`src/rtl/mem_stage_access.sv`:
```
// Memory-stage data-memory access controller: issues one valid/ready request per load/store and
// stalls the pipeline until the response. Optional WAIT abort is enabled by defining MEM_TIMEOUT_EN.
module mem_stage_access #(
  parameter int TIMEOUT_CYCLES = 64
) (
  input  logic        clk,
  input  logic        reset,
  input  logic        MemMemRead,
  input  logic        MemMemWrite,
  input  logic [1:0]  MemXferSize,
  input  logic [63:0] MemAddr,
  input  logic [63:0] MemWriteData,
  output logic        DmemReqValid,
  input  logic        DmemReqReady,
  output logic        DmemReqWrite,
  output logic [63:0] DmemAddr,
  output logic [7:0]  DmemByteEn,
  output logic [63:0] DmemWData,
  input  logic        DmemRespValid,
  input  logic [63:0] DmemRData,
  output logic [63:0] MemOutput,
  output logic        MemStall,
  output logic        MemAccessErr
);

  typedef enum logic [1:0] {IDLE, REQ, WAIT, DONE} state_t;

  state_t      state, state_nxt;
  logic [63:0] load_data_p1;
  logic        timeout_err_p1;
  logic        wait_timeout;

  logic        access;
  logic        is_store;
  logic        both_rw;
  logic        misaligned;
  logic [2:0]  lane;

  function automatic logic addr_misaligned(input logic [1:0] size, input logic [2:0] lo);
    case (size)
      2'd0:    return 1'b0;
      2'd1:    return lo[0];
      2'd2:    return |lo[1:0];
      default: return |lo;
    endcase
  endfunction

  function automatic logic [7:0] lane_mask(input logic [1:0] size, input logic [2:0] ln);
    logic [7:0] m;
    case (size)
      2'd0:    m = 8'h01;
      2'd1:    m = 8'h03;
      2'd2:    m = 8'h0F;
      default: m = 8'hFF;
    endcase
    return m << ln;
  endfunction

  function automatic logic [63:0] load_extract(input logic [63:0] rdata, input logic [1:0] size,
                                               input logic [2:0] ln);
    logic [63:0] s;
    s = rdata >> {ln, 3'b000};
    case (size)
      2'd0:    return {56'd0, s[7:0]};
      2'd1:    return {48'd0, s[15:0]};
      2'd2:    return {32'd0, s[31:0]};
      default: return s;
    endcase
  endfunction

  // A read/write collision is served as a load, so only a pure write is a store.
  assign access     = MemMemRead | MemMemWrite;
  assign both_rw    = MemMemRead & MemMemWrite;
  assign is_store   = MemMemWrite & ~MemMemRead;
  assign lane       = MemAddr[2:0];
  assign misaligned = addr_misaligned(MemXferSize, lane);
  assign DmemAddr   = {MemAddr[63:3], 3'b000};
  assign MemOutput  = load_data_p1;

`ifdef MEM_TIMEOUT_EN
  localparam int CNT_W = $clog2(TIMEOUT_CYCLES + 1);

  logic [CNT_W-1:0] wait_cnt;

  // Counter is held at zero outside WAIT, so it restarts on every entry.
  always_ff @(posedge clk or negedge reset) begin
    if (!reset) begin
      wait_cnt <= '0;
    end else if (state != WAIT) begin
      wait_cnt <= '0;
    end else begin
      wait_cnt <= wait_cnt + CNT_W'(1);
    end
  end

  assign wait_timeout = (state == WAIT) && (wait_cnt == CNT_W'(TIMEOUT_CYCLES - 1));
`else
  assign wait_timeout = 1'b0;
`endif

  // Stage p0 -> p1: state, captured load result and timeout error flag
  always_ff @(posedge clk or negedge reset) begin
    if (!reset) begin
      state          <= IDLE;
      load_data_p1   <= '0;
      timeout_err_p1 <= 1'b0;
    end else begin
      state          <= state_nxt;
      timeout_err_p1 <= (state == WAIT) && !DmemRespValid && wait_timeout;
      if ((state == IDLE) && access && misaligned) begin
        load_data_p1 <= '0;
      end else if ((state == WAIT) && DmemRespValid) begin
        if (MemMemRead) begin
          load_data_p1 <= load_extract(DmemRData, MemXferSize, lane);
        end
      end else if (wait_timeout) begin
        load_data_p1 <= '0;
      end
    end
  end

  always_comb begin
    state_nxt    = state;
    DmemReqValid = 1'b0;
    DmemReqWrite = 1'b0;
    DmemByteEn   = '0;
    DmemWData    = '0;
    MemStall     = 1'b0;
    MemAccessErr = timeout_err_p1;
    case (state)
      IDLE: begin
        if (access) begin
          if (misaligned || both_rw) begin
            MemAccessErr = 1'b1;
          end
          if (!misaligned) begin
            DmemReqValid = 1'b1;
            MemStall     = 1'b1;
            state_nxt    = DmemReqReady ? WAIT : REQ;
          end
        end
      end
      REQ: begin
        DmemReqValid = 1'b1;
        MemStall     = 1'b1;
        if (DmemReqReady) begin
          state_nxt = WAIT;
        end
      end
      WAIT: begin
        MemStall = 1'b1;
        if (DmemRespValid || wait_timeout) begin
          state_nxt = DONE;
        end
      end
      DONE: begin
        state_nxt = IDLE;
      end
      default: begin
        state_nxt = IDLE;
      end
    endcase
    // Request payload is driven only alongside a valid request.
    if (DmemReqValid) begin
      DmemReqWrite = is_store;
      DmemByteEn   = lane_mask(MemXferSize, lane);
      if (is_store) begin
        DmemWData = MemWriteData << {lane, 3'b000};
      end
    end
  end

endmodule

```
`config.mk`:
```
export PLATFORM = sky130hd
export DESIGN_NAME = mem_stage_access
export DESIGN_NICKNAME = d
export VERILOG_FILES = /design/src/rtl/mem_stage_access.sv
export SDC_FILE = /design/constraint.sdc
export NUM_CORES = 1
export LEC_CHECK = 0
export ABC_CLOCK_PERIOD_IN_PS = 4950
export CORE_AREA = 2 2 157 159
export CTS_BUF_LIST = sky130_fd_sc_hd__clkbuf_8 sky130_fd_sc_hd__clkbuf_16
export DETAILED_ROUTE_END_ITERATION = 16
export DIE_AREA = 0 0 159 161
export GPL_TIMING_DRIVEN = 0
export PLACE_DENSITY = 0.69
export SYNTH_ARGS = -nofsm -noshare
export SYNTH_HDL_FRONTEND = slang
export SYNTH_SLANG_ARGS = --single-unit
```
`constraint.sdc`:
```
create_clock -name clk -period 4.95 [get_ports clk]
set_input_delay 0.99 -clock clk [delete_from_list [all_inputs] [get_ports clk]]
set_output_delay 0.99 -clock clk [all_outputs]
set_load 0.01 [all_outputs]
```
==> metrics <==
synthesized flop and latch total between 60 and 70; detailed-route DRC error count 0; setup TNS 0 ns; simple-gate area share of the yosys netlist 0.151; final setup fails 0; die extent in y 161 um; HP Start MemOutput[21]; PnR worst setup slack approximately 0.13 ns; RSZ-0062 raised after global routing false; CTS tree done; leading cell type in the layout, fill and taps excluded clkdlybuf4s50_1; met2 Resource Use GR 0.494; pwr dens ~270 mW/mm^2; Slew Viols, Final 0; I/O Pins 404; number of flops mapped to enable cells by yosys 0; Die ar. between 0.02 and 0.03 mm^2; internal power about 1.8 mW; pre-CTS WS 0.0749 ns; post-synth cell types 57; WS Path Type primary input to output pin; Buf/Inv on CP 4; Worst Path Max Fanout 10; first-pass GRT wire length between 50000 and 60000 um; Area Overhead vs Synth 59.6%; total iterations of the first detailed-routing run 5; Max-cap violations 0; main area contributors after synthesis dfrtp_1 (24%), mux2i_1 (16%), mux4_2 (9.4%), buf_4 (7.8%), nor2_1 (6.5%); Non-Filler Instances between 1000 and 1500; flop-to-flop setup slack roughly 2.7 ns; nets ~1300; minimum clock period 4.82 ns; ANT nets after route 0; GR Overflow Total 0; crit path cell chain clkdlybuf4s50_1, buf_2, a21o_1, a21boi_1, o211ai_2, buf_2, nor2_1, clkdlybuf4s50_1; H-tree depth 3; share of the synthesized area in the top cell type 0.239; commonest cells after routing, fill and taps aside clkdlybuf4s50_1 (337), nor2_1 (119), mux2i_1 (109); Tot GR Track Use 0.271; CP startpoint kind primary input; CTS buffer count 9; CTS max path bufs 2; Yosys top cell by area dfrtp_1; Switching Power around 1.1 mW; outcome completed; main combinational cell family by area after synthesis multiplexers; max incr delay on CP ~0.58 ns; Final GP Congestion slightly above 0.9; fmax around 210 MHz; Core ar. 0.0240 mm^2; FFs w/ async S/R, synth 1.00; vias post-DR slightly below 8000; vias per cell roughly 5.4; Logic pwr share 0.515; vias in the first global route about 8000; Hold Crit Class flip-flop to flip-flop; Starting DRT DRC Count a little over 600; YS warnings 0; DP Cell Count ~1400; Initial Utilization 0.289; busiest grt layer met2; Synth Area in Adders 0.00905; clock insertion delay at the later pin of the skew report between 0.3 and 0.4 ns; Clock Root Buffer clkbuf_16; share of layout cells above drive strength 1 0.173; M3 GR Usage 0.0565; Worst path slowest cell clkdlybuf4s50_1; WL/cell around 25 um; IO buf count around 340; row cnt 57; Synth Cell Area roughly 0.0069 mm^2; Most used DFF post-synth dfrtp_1; CP endpoint kind output pin; Clock power frac 0.237; Largest delay share family, worst path buffers and inverters; Setup Skew approximately 0.0054 ns; P_leak approximately 4.6 nW; CTS clock-pin slew for the worst setup and hold paths about 0.06 ns; XOR/XNOR Fraction of Synth Area 0; Final Cycle Share 0.973; Post-CTS Setup Bufs 0; Avg Synthesized Cell Area roughly 8.9 um^2; post-synthesis compound-gate area fraction 0.199; crit path from MemXferSize[0]; net switching fraction of the power 0.373; Worst slew margin 0.417; register area share after synthesis 0.239; GRT met1 Usage 0.317; crit path DAT ~3.8 ns; sequential power share 0.249; clk sinks 66; Hold Worst Slack about 0.5 ns; Worst R2R Start state[0]; initial antenna violation count 4; drt total wl 36400 um; mux share of post-synthesis cell area 0.265; peak supply drop 0.000214 V; DP HPWL 29100 um; Crit path required time a little under 4 ns; pin count of the biggest net entering global routing 67; die width approximately 160 um; Worst Max-Slew Pin Slew slightly below 0.9 ns; Cells after Synth between 700 and 800; Fin. Hold Viols 0; Final Util 0.461
-- power groups by stage --
stage | combinational (mW) | sequential (mW) | clock [mW]
final | 1.51 | 0.729 | 0.695
after global routing | 1.59 | 0.740 | 0.726
after CTS | 1.51 | 0.729 | 0.700
after detailed placement | 1.50 | 0.737 | 0
after global placement | 1.49 | 0.733 | 0
after floorplan | 0.671 | 0.776 | 0
-- flip-flops by register name, indices dropped and copies added, names as in the netlist --
register,cells
MemOutput,64
state,2
-- metal layers --
| metal | share of wire | routed length (um) |
|---|---|---|
| met5 | 0.00082 | 30 |
| met4 | 0.028 | 1020 |
| met3 | 0.081 | 2940 |
| met2 | 0.52 | 18800 |
| met1 | 0.37 | 13600 |
-- through the flow --
step / power, mW / area [um^2]
finish: 2.93 / 11000
global route: 3.06 / 11000
CTS: 2.94 / 11000
detailed placement: 2.24 / 10700
global placement: 2.23 / 10700
floorplan: 1.45 / 6920
-- final timing paths --
check,end,depth (start not counted)
max,DmemWData[13],8
min,MemOutput[21],1
max reg2reg,MemOutput[7],7
min reg2reg,MemOutput[21],1
max in group asynchronous,MemOutput[16],1
min in group asynchronous,MemOutput[49],1
-- kinds of logic (layout without fill, tap and decap cells) --
| kind of cell | after synthesis | count (layout) |
|---|---|---|
| and+or+nand+nor | 227 | 227 |
| AOI/OAI and AO/OA | 185 | 185 |
| buffers and inverters | 150 | 504 |
| muxes | 146 | 146 |
| DFF | 66 | 66 |
| adders and majority gates | 5 | 5 |
| other | 1 | 6 |
-- synthesized netlist by cell type (all sizes together) (11+ instances only) --
| cell type | instances |
|---|---|
| nor2 | 119 |
| nand3 | 12 |
| dfrtp | 66 |
| inv | 17 |
| mux4 | 29 |
| a32o | 11 |
| clkbuf | 13 |
| nor2b | 15 |
| a22oi | 18 |
| buf | 120 |
| mux2i | 109 |
| a21oi | 30 |
| o2bb2ai | 22 |
| o21ai | 33 |
| nor3 | 13 |
| nand2 | 44 |
-- area by class of cell --
type,instances,area [um^2]
clock inverters,7,93.8
fillers,2368,12900
multi-input cells,566,4330
well taps,324,405
inverters,17,63.8
repair buffers,338,3380
flip-flops and latches,66,1650
plain buffers,133,881
clock buffers,9,225
diodes,3,7.51
-- repair_timing --
item	in CTS	in global routing
hold buffers	0	0
endpoints found under the setup margin	0	6
resized for setup	0	4
(Power assumes the default switching activity.)
